File: config.mk
export PLATFORM = sky130hd
export DESIGN_NAME = gcd_job_sched
export DESIGN_NICKNAME = d
export VERILOG_FILES = /design/src/rtl/gcd_sched_pkg.sv /design/src/rtl/gcd_sched_cnt.sv /design/src/rtl/gcd_job_sched.sv
export SDC_FILE = /design/constraint.sdc
export NUM_CORES = 1
export LEC_CHECK = 0
export ABC_AREA = 0
export BUFFER_PORTS_ARGS = -buffer_cell sky130_fd_sc_hd__buf_4
export CAP_MARGIN = 20
export CORE_MARGIN = 8
export CORE_UTILIZATION = 49
export DETAILED_ROUTE_END_ITERATION = 6
export PLACE_DENSITY_LB_ADDON = 0.15
export SKIP_LAST_GASP = 1
export SYNTH_ARGS = -nofsm -noshare
export SYNTH_HDL_FRONTEND = slang
export SYNTH_SLANG_ARGS = --single-unit
File: constraint.sdc
create_clock -name clk -period 4.82 [get_ports clk]
set_input_delay 0.964 -clock clk [delete_from_list [all_inputs] [get_ports clk]]
set_output_delay 0.964 -clock clk [all_outputs]
set_load 0.005 [all_outputs]
File: src/rtl/gcd_sched_pkg.sv
// Shared state encoding and constants for the GCD job scheduler.
// GCD_FIN_ADDR must track the finish address of the Stein program binary.
package gcd_sched_pkg;

    localparam int GCD_FIN_ADDR = 9;

    typedef enum logic [2:0] {
        ST_IDLE,
        ST_CLR,
        ST_LOAD,
        ST_RUN,
        ST_DRAIN,
        ST_DONE
    } sched_state_t;

    // The shared counter has to hold the largest of the three phase lengths.
    function automatic int cnt_width(input int timeout, input int clr, input int drain);
        int w;
        w = $clog2(timeout + 1);
        if ($clog2(clr + 1) > w) w = $clog2(clr + 1);
        if ($clog2(drain + 1) > w) w = $clog2(drain + 1);
        if (w < 1) w = 1;
        return w;
    endfunction

endpackage

File: src/rtl/gcd_sched_cnt.sv
// Loadable phase counter: counts down to zero, or up to a saturating limit.
// last flags the final cycle of the current phase in either direction.
module gcd_sched_cnt #(
    parameter int W = 13
) (
    input  logic         clk,
    input  logic         rst,
    input  logic         load,
    input  logic [W-1:0] load_val,
    input  logic         en,
    input  logic         up,
    input  logic [W-1:0] limit,
    output logic         last
);

    logic [W-1:0] count_reg;

    always_ff @(posedge clk or posedge rst) begin
        if (rst) begin
            count_reg <= '0;
        end else if (load) begin
            count_reg <= load_val;
        end else if (en) begin
            if (up) begin
                if (count_reg < limit) count_reg <= count_reg + 1'b1;
            end else if (count_reg != '0) begin
                count_reg <= count_reg - 1'b1;
            end
        end
    end

    // Up mode flags the cycle whose increment would reach the limit.
    assign last = up ? (count_reg >= (limit - W'(1))) : (count_reg == '0);

endmodule

File: src/rtl/gcd_job_sched.sv
// Job front-end for the GCD core: accepts an operand pair, resets/loads/runs
// the core to its finish address under a watchdog, and returns the result.
module gcd_job_sched
    import gcd_sched_pkg::*;
#(
    parameter int WIDTH        = 32,
    parameter int ADDR_W       = 8,
    parameter int FIN_ADDR     = GCD_FIN_ADDR,
    parameter int CLR_CYCLES   = 1,
    parameter int DRAIN_CYCLES = 10,
    parameter int TIMEOUT      = 4096
) (
    input  logic              clk,
    input  logic              rst,
    input  logic              req_valid,
    output logic              req_ready,
    input  logic [WIDTH-1:0]  req_a,
    input  logic [WIDTH-1:0]  req_b,
    output logic              rsp_valid,
    input  logic              rsp_ready,
    output logic [WIDTH-1:0]  rsp_g,
    output logic              rsp_err,
    output logic              busy,
    output logic              core_rst,
    output logic              core_en,
    output logic              core_ld,
    output logic [WIDTH-1:0]  core_a,
    output logic [WIDTH-1:0]  core_b,
    input  logic [ADDR_W-1:0] core_addr,
    input  logic [WIDTH-1:0]  core_res
);

    localparam int              CW         = cnt_width(TIMEOUT, CLR_CYCLES, DRAIN_CYCLES);
    localparam logic [CW-1:0]   CLR_LOAD   = CW'(CLR_CYCLES - 1);
    localparam logic [CW-1:0]   DRAIN_LOAD = CW'((DRAIN_CYCLES > 0) ? (DRAIN_CYCLES - 1) : 0);
    localparam logic [CW-1:0]   WD_LIMIT   = CW'(TIMEOUT);
    localparam logic [ADDR_W-1:0] FIN      = ADDR_W'(FIN_ADDR);

    sched_state_t     state_reg, state_next;
    logic             req_fire, rsp_fire, fin_seen;
    logic             cnt_load, cnt_en, cnt_up, cnt_last;
    logic [CW-1:0]    cnt_load_val;
    logic [WIDTH-1:0] core_a_next, core_b_next, rsp_g_next;
    logic             rsp_err_next;

    assign req_fire = req_valid & req_ready;
    assign rsp_fire = rsp_valid & rsp_ready;
    assign fin_seen = (core_addr == FIN);
    assign cnt_up   = (state_reg == ST_RUN);

    gcd_sched_cnt #(.W(CW)) u_cnt (
        .clk      (clk),
        .rst      (rst),
        .load     (cnt_load),
        .load_val (cnt_load_val),
        .en       (cnt_en),
        .up       (cnt_up),
        .limit    (WD_LIMIT),
        .last     (cnt_last)
    );

    always_comb begin
        state_next   = state_reg;
        cnt_load     = 1'b0;
        cnt_load_val = '0;
        cnt_en       = 1'b0;
        core_a_next  = core_a;
        core_b_next  = core_b;
        rsp_g_next   = rsp_g;
        rsp_err_next = rsp_err;
        unique case (state_reg)
            ST_IDLE: begin
                if (req_fire) begin
                    if (req_a == '0 || req_b == '0) begin
                        state_next   = ST_DONE;
                        rsp_g_next   = req_a | req_b;
                        rsp_err_next = 1'b0;
                    end else begin
                        state_next   = ST_CLR;
                        core_a_next  = req_a;
                        core_b_next  = req_b;
                        cnt_load     = 1'b1;
                        cnt_load_val = CLR_LOAD;
                    end
                end
            end
            ST_CLR: begin
                cnt_en = 1'b1;
                if (cnt_last) state_next = ST_LOAD;
            end
            ST_LOAD: begin
                state_next   = ST_RUN;
                cnt_load     = 1'b1;
                cnt_load_val = '0;
            end
            ST_RUN: begin
                cnt_en = 1'b1;
                // Finish wins over a watchdog expiry on the same cycle.
                if (fin_seen) begin
                    if (DRAIN_CYCLES == 0) begin
                        state_next   = ST_DONE;
                        rsp_g_next   = core_res;
                        rsp_err_next = 1'b0;
                    end else begin
                        state_next   = ST_DRAIN;
                        cnt_load     = 1'b1;
                        cnt_load_val = DRAIN_LOAD;
                    end
                end else if (cnt_last) begin
                    state_next   = ST_DONE;
                    rsp_g_next   = '0;
                    rsp_err_next = 1'b1;
                end
            end
            ST_DRAIN: begin
                cnt_en = 1'b1;
                if (cnt_last) begin
                    state_next   = ST_DONE;
                    rsp_g_next   = core_res;
                    rsp_err_next = 1'b0;
                end
            end
            ST_DONE: begin
                if (rsp_fire) state_next = ST_IDLE;
            end
            default: state_next = ST_IDLE;
        endcase
    end

    // Every output is a register decoded from the state being entered.
    always_ff @(posedge clk or posedge rst) begin
        if (rst) begin
            state_reg <= ST_IDLE;
            req_ready <= 1'b0;
            rsp_valid <= 1'b0;
            rsp_g     <= '0;
            rsp_err   <= 1'b0;
            busy      <= 1'b0;
            core_rst  <= 1'b1;
            core_en   <= 1'b0;
            core_ld   <= 1'b0;
            core_a    <= '0;
            core_b    <= '0;
        end else begin
            state_reg <= state_next;
            req_ready <= (state_next == ST_IDLE);
            rsp_valid <= (state_next == ST_DONE);
            rsp_g     <= rsp_g_next;
            rsp_err   <= rsp_err_next;
            busy      <= (state_next != ST_IDLE);
            core_rst  <= (state_next == ST_IDLE) || (state_next == ST_CLR) || (state_next == ST_DONE);
            core_en   <= (state_next == ST_RUN) || (state_next == ST_DRAIN);
            core_ld   <= (state_next == ST_LOAD);
            core_a    <= core_a_next;
            core_b    <= core_b_next;
        end
    end

endmodule

==> run summary, run 1 <==
worst path required time: 5.12 ns
Clock Power Share: 0.228
first drt pass iteration count: 5
Worst-path clk slew: 0.05 ns
sequential fraction of design power: 0.356
#FFs+latches synth: 119
H-tree Lvls: 4
Seq/Total Area, Yosys: 0.5139
TritonCTS clock tree: built
GRT Residual Overflow: 0
Final Critical Period: 3.267 ns
asr flop ratio synth: 1.000
Finished Cell Area: 0.008005 mm^2
GRT Total Usage: 0.2362
run status: finished clean
P_leak: 3.796 nW
Crit Reg-Reg Startpoint: state_reg[0]
CTS hold repair buffers: 0
largest family of logic cells by synthesized area: simple AND/OR/NAND/NOR gates
pwr dens: 640.7 mW/mm^2
total die area: 0.01557 mm^2
Final WS setup: 1.553 ns
CTS max path bufs: 2
Num CTS Buffers: 17
R2R Setup Slk: 1.55 ns
post-synthesis compound-gate area fraction: 0.1155
Placed Area: 0.007460 mm^2
die width: 124.8 um
Hold Crit Endpoint: core_a[28]
final core utilization: 0.6981
Max VDD drop: 0.0004184 V
most frequent cells in the layout: buf_4 (217), dfrtp_1 (118), nor2_1 (90), a21oi_1 (72), mux2_2 (59)
Worst setup SP type: flip-flop
overall routed net length: 18400 um
core area: 0.01147 mm^2
# DRC: 0
mux share of post-synthesis cell area: 0.1420
Avg WL per Cell: 20.31 um
area delta synth->final: 38.10%
Crit Path Max Fanout: 14
Post-synth EDFFs: 0
maximum clock frequency: 306.1 MHz
R2R Path End: u_cnt.count_reg[12]
path depth of the worst reg2reg path: 9
vias: 5084
# IOs: 211
Setup Crit Path Kind: reg -> reg
Yosys warnings: 0
DRT iter0 DRCs: 326
commonest non-fill, non-tap cell in the layout: buf_4
Synth Area in XOR/XNOR: 0.01360
Slew HR: 0.4059
Final Skew: 0.01009 ns
Register Area: 0.002979 mm^2
Syn Std Cell Area: 0.005797 mm^2
first-pass GRT wire length: 29210 um
final hold vios: 0
RSZ-0062 raised after global routing: false
Comb pwr share: 0.416
antenna violations before repair: 0
Clk Latency, worst-skew pair: 0.41 ns
Hold Path Stages: 1
initial cell density of the core: 0.5055
sw frac: 0.3306
Multi-input gate area: 0.002640 mm^2
P_int: 3.433 mW
Critical Path Max Stage Delay: 0.65 ns
Post-CTS Setup Inserts: 0
Cells after Synth: 544
port bufs: 210
largest registers: core_a: 32 flops, core_b: 32 flops, rsp_g: 32 flops
post-detail-place hpwl: 13730 um
Final TNS setup: 0 ns
Adder-Cell Fraction of Synth Area: 0.02720
row count: 39
Switch Pwr: 1.695 mW
Critical-path top delay cell: dfrtp_1
Layout Nets: 870
ys flop type: dfrtp_1
worst slew pin tran: 0.8912 ns
Critical Path AT: 3.57 ns
layout cells sized above 1: 0.4194
Crit. End Element: flip-flop
fill cell count: 891
post_cts resized: 0
Unique masters post-synth: 60
die height: 124.8 um
antenna cells: 0
Final Slew Violations: 0
syn_nets: 664
clk root buf: clkbuf_16
vias in the first global route: 5411
period utilization: 0.6779
clk sinks: 119
Syn Area/Cell: 10.66 um^2
CP cell instances: nand3_2, ha_1, nor2b_1, o31a_1, o31ai_1, a311oi_1, nor4_1, a21oi_1, o32ai_1
Buf/Inv on CP: 0
ANT nets after route: 0
Worst Hold Class: reg -> reg
max_cap viols: 0
total power: 5.129 mW
Final setup viols: 0
Setup WS pre-CTS: 1.317 ns
Hold Crit Start: core_a[28]
Simple-Gate Fraction of Synth Area: 0.1513
largest net degree at the start of global routing: 67
Top delay family on crit path: compound AO/OA/AOI/OAI gates
RePlAce Congestion: 0.9012
Via-to-Cell Ratio: 5.611
[worst max-delay path by stage]
stage	end	startpoint	cells past startpoint
after floorplan	busy	rst	1
after global placement	core_b[7]	req_b[14]	6
after detailed placement	core_a[11]	req_b[14]	6
after CTS	u_cnt.count_reg[12]	state_reg[0]	9
after global routing	u_cnt.count_reg[11]	state_reg[0]	9
final	u_cnt.count_reg[12]	state_reg[0]	9
[through the flow]
stage	hold slack (ns)	std cells
floorplan	0.4889	544
global placement	0.4793	874
detailed placement	0.4822	874
CTS	0.5047	906
global route	0.5178	906
finish	0.5012	906
[synthesized netlist by cell type (all sizes together), types with 2 or more instances]
cell type / number / area (um^2)
nor2: 90 / 337.8
clkbuf: 9 / 33.78
ha: 11 / 137.6
dfrtp: 118 / 2953
o311ai: 2 / 25.03
xnor2: 6 / 52.55
a211oi: 4 / 40.03
a21o: 3 / 23.77
nand2: 10 / 37.54
xor2: 3 / 26.28
nor3: 37 / 185.2
mux2i: 8 / 80.08
nor2b: 2 / 12.51
and3: 2 / 12.51
o21a: 3 / 22.52
nand4: 7 / 43.79
nor4: 22 / 143.9
buf: 21 / 147.6
nand2b: 2 / 12.51
or3: 2 / 17.52
o31ai: 2 / 28.78
a21oi: 72 / 360.4
inv: 8 / 30.03
o21ai: 8 / 51.30
a22oi: 2 / 15.01
nand3: 4 / 25.02
mux2: 66 / 743.2
o22ai: 2 / 12.51
[worst register-to-register path, stage by stage (launching register included)]
cell and delay, ns:
dfrtp_1 0.65, nand3_2 0.46, ha_1 0.49, nor2b_1 0.17
o31a_1 0.27, o31ai_1 0.36, a311oi_1 0.22, nor4_1 0.21
a21oi_1 0.07, o32ai_1 0.26
[layer usage]
layer | part of all wire | track usage
met3 | 0.094 | 0.09702
met2 | 0.47 | 0.3741
met4 | 0.020 | 0.08859
met5 | 0 | 0
met1 | 0.41 | 0.2813
[power groups by stage]
stage | clock network [mW] | logic (mW) | registers, mW
final | 1.17 | 2.13 | 1.83
after global routing | 1.24 | 2.34 | 1.88
after CTS | 1.19 | 2.16 | 1.82
after detailed placement | 0 | 2.14 | 1.83
after global placement | 0 | 2.08 | 1.81
after floorplan | 0 | 1.14 | 1.79
[cell type report]
| cell class | count | area share |
|---|---|---|
| clock buffer | 27 | 0.06158 |
| clock inverter | 5 | 0.006565 |
| inverter | 8 | 0.004064 |
| multi-input combinational | 387 | 0.3298 |
| sequential | 119 | 0.3721 |
| tap | 143 | 0.02235 |
| timing repair buffer | 217 | 0.2035 |
[kinds of logic after synthesis]
group,after synthesis
muxes,74
xor gates and xnor gates,9
adders and majority gates,12
AOI/OAI and AO/OA,108
and+or+nand+nor,184
buffers and inverters,38
DFF,119
No activity file was read; power rests on OpenSTA's default activity.
==> run 2: changes to the inputs <==
ABC_AREA = 1   (was 0)
CORE_UTILIZATION = 47   (was 49)
clock period = 2.9 ns   (was 4.82 ns; I/O delays follow)
==> run 2 against run 1 <==
Compared with the run above: sequential power increased by 63%; wire length is 8.7% higher; cell count increased by 37%; register-to-register slack worse by 0.88 ns; first-iteration DRC count grew 29%; critical endpoint unchanged; synthesized cell count rose by 56%; critical path type unchanged.
==> run summary, run 2 <==
run status: finished clean
Placed Area: 0.008203 mm^2 (+10%)
vias: 6069 (+19%)
Setup Crit Path Kind: reg -> reg
ys flop type: dfrtp_1
Final setup viols: 0 (unchanged)
die width: 134.1 um (+7.4%)
H-tree Lvls: 4 (unchanged)
clk root buf: clkbuf_16
CTS hold repair buffers: 0 (unchanged)
RSZ-0062 raised after global routing: false
Crit. End Element: flip-flop
worst slew pin tran: 0.5808 ns (-0.3104 ns)
largest cells by area after synthesis: dfrtp_1 (45%), nand2_1 (15%), inv_1 (7.6%)
Top delay family on crit path: simple AND/OR/NAND/NOR gates
layout cells sized above 1: 0.3005 (-0.1189)
Critical Path AT: 2.54 ns (-1.03 ns)
first drt pass iteration count: 5 (unchanged)
first-pass GRT wire length: 31780 um (+8.8%)
P_leak: 4.884 nW (+29%)
post_cts resized: 0 (unchanged)
Post-synth EDFFs: 0 (unchanged)
CTS max path bufs: 2 (unchanged)
largest net degree at the start of global routing: 129 (+93%)
Finished Cell Area: 0.008777 mm^2 (+9.6%)
Critical Path Max Stage Delay: 0.47 ns (-0.18 ns)
Syn Std Cell Area: 0.006550 mm^2 (+13%)
Setup WS pre-CTS: 0.5873 ns (-0.7295 ns)
Final TNS setup: 0 ns (unchanged)
Switch Pwr: 3.809 mW (+120%)
clk sinks: 119 (unchanged)
Unique masters post-synth: 34 (-43%)
period utilization: 0.7689 (+0.09102)
Buf/Inv on CP: 2 (+2)
Clk Latency, worst-skew pair: 0.42 ns (about the same)
top sig layer: met4
#FFs+latches synth: 119 (unchanged)
Worst-path clk slew: 0.06 ns (about the same)
Post-CTS Setup Inserts: 0 (unchanged)
Critical-path top delay cell: dfrtp_1
Via-to-Cell Ratio: 4.875 (-13%)
final core utilization: 0.6373 (-0.06083)
sequential fraction of design power: 0.310 (-0.046)
GRT Residual Overflow: 0 (unchanged)
max_cap viols: 0 (unchanged)
Avg WL per Cell: 16.07 um (-21%)
most frequent cells in the layout: nand2_1 (260), buf_4 (211), inv_1 (131), dfrtp_1 (118), o21ai_0 (79)
commonest non-fill, non-tap cell in the layout: nand2_1
Slew HR: 0.6120 (+0.2061)
Seq/Total Area, Yosys: 0.4548 (-0.05910)
Hold WS: 0.2243 ns (-0.2768 ns)
GRT Total Usage: 0.2264 (-0.009856)
wl on met1: 8888 um (+17%)
vias in the first global route: 6045 (+12%)
area delta synth->final: 34.00%
row count: 43 (+10%)
final hold vios: 0 (unchanged)
Crit Path Max Fanout: 17 (+3)
RePlAce Congestion: 0.8818 (-2.2%)
initial cell density of the core: 0.4756 (-0.02995)
DRT iter0 DRCs: 422 (+29%)
core area: 0.01377 mm^2 (+20%)
Post-synth top cells: nand2_1 (260), inv_1 (132), dfrtp_1 (118)
met2 routed WL: 9446 um (+8.2%)
die height: 134.1 um (+7.4%)
post-detail-place hpwl: 15260 um (+11%)
total die area: 0.01797 mm^2 (+15%)
syn_nets: 966 (+45%)
ANT nets after route: 0 (unchanged)
Comb pwr share: 0.478 (+0.062)
Worst Hold Class: in -> async
Yosys warnings: 0 (unchanged)
# DRC: 0 (unchanged)
overall routed net length: 20010 um (+8.7%)
total power: 9.627 mW (+88%)
Crit Reg-Reg Startpoint: state_reg[0]
Worst setup SP type: flip-flop
P_int: 5.817 mW (+69%)
Yosys top cell by area: dfrtp_1
maximum clock frequency: 448.5 MHz (+47%)
Syn Area/Cell: 7.742 um^2 (-27%)
Final Slew Violations: 0 (unchanged)
Max VDD drop: 0.0005801 V (+39%)
Setup crit start: state_reg[0]
sw frac: 0.3957 (+0.06515)
Num CTS Buffers: 17 (unchanged)
CP cell instances: nand3_4, inv_6, fa_1, inv_1, nand3_1, nand3_1, nand3_1, nand3_1, nand2_1, nand2_1, nor2_1, nand2_1, nand2_1
Layout Nets: 1172 (+35%)
Yosys top cell area share: 0.4508 (-0.05858)
antenna cells: 0 (unchanged)
most frequent cell after synthesis: nand2_1
Final Non-Filler Cells: 1245 (+37%)
port bufs: 210 (unchanged)
Final Critical Period: 2.230 ns (-1.038 ns)
TritonCTS clock tree: built
Final WS setup: 0.6702 ns (-0.8824 ns)
worst path required time: 3.21 ns (-1.91 ns)
asr flop ratio synth: 1.000 (unchanged)
Cells after Synth: 846 (+56%)
metal3 WL: 1334 um (-23%)
post-placement cell count: 1213 (+39%)
antenna violations before repair: 0 (unchanged)
Clock Power Share: 0.212 (-0.016)
largest registers: core_a: 32 flops, core_b: 32 flops, rsp_g: 32 flops
pwr dens: 1097 mW/mm^2 (+71%)
Final Skew: 0.009988 ns (-0.00009805 ns)
# IOs: 211 (unchanged)
run 2: changes by cell type in the layout (fill, tap and decap cells not counted), moves of 19 or more:
cell and delta:
nor2_1 -34, o21ai_0 +73, nand2_1 +250, nand2_2 +28, nor4_1 -20, o21ai_2 +31
inv_1 +126, mux2_2 -59, o21ai_1 +26, a21oi_1 -63, nor3_1 -32, nand3_1 +19
run 2: worst paths after layout:
path / slack, ns / end / depth (start not counted)
min in group clk: 0.42 / core_b[1] / 3
max in group asynchronous: 1.96 / core_rst / 3
hold / removal: 0.22 / core_a[13] / 2
hold reg to reg: 0.48 / core_b[21] / 2
setup / recovery: 0.67 / u_cnt.count_reg[12] / 13
setup reg to reg: 0.67 / u_cnt.count_reg[12] / 13
run 2: area by class of cell:
class                   instances  area (um^2)
clock buffers                  19        442.9
well taps                     180        225.2
inverters                     136        524.3
fillers                      1273         4996
flip-flops and latches        119         2979
multi-input cells             562         2790
clock inverters                13        131.4
repair buffers                216         1684
run 2: cells by family (layout without fill, tap and decap cells):
family / Yosys count / after routing / synth area share
adder cells (fa/ha/maj): 12 / 12 / 0.02407
AO/OA/AOI/OAI: 150 / 150 / 0.1335
buffers and inverters: 165 / 384 / 0.1203
flip-flops: 119 / 119 / 0.4548
XOR/XNOR: 10 / 10 / 0.01337
AND/OR/NAND/NOR: 390 / 390 / 0.2539
run 2: power groups by stage:
stage | sequential, mW | combinational, mW | clock [mW]
global route | 3.08 | 5.21 | 2.14
CTS | 2.98 | 4.67 | 2.06
detailed placement | 2.99 | 4.65 | 0
finish | 2.98 | 4.60 | 2.04
floorplan | 2.98 | 2.87 | 0
global placement | 2.98 | 4.59 | 0
run 2: metal layers:
metal | track usage | up-vias
li1 | - | 3037
met1 | 0.2876 | 2813
met2 | 0.3661 | 196
met3 | 0.06470 | 23
met4 | 0.06925 | 0
met5 | 0 | -
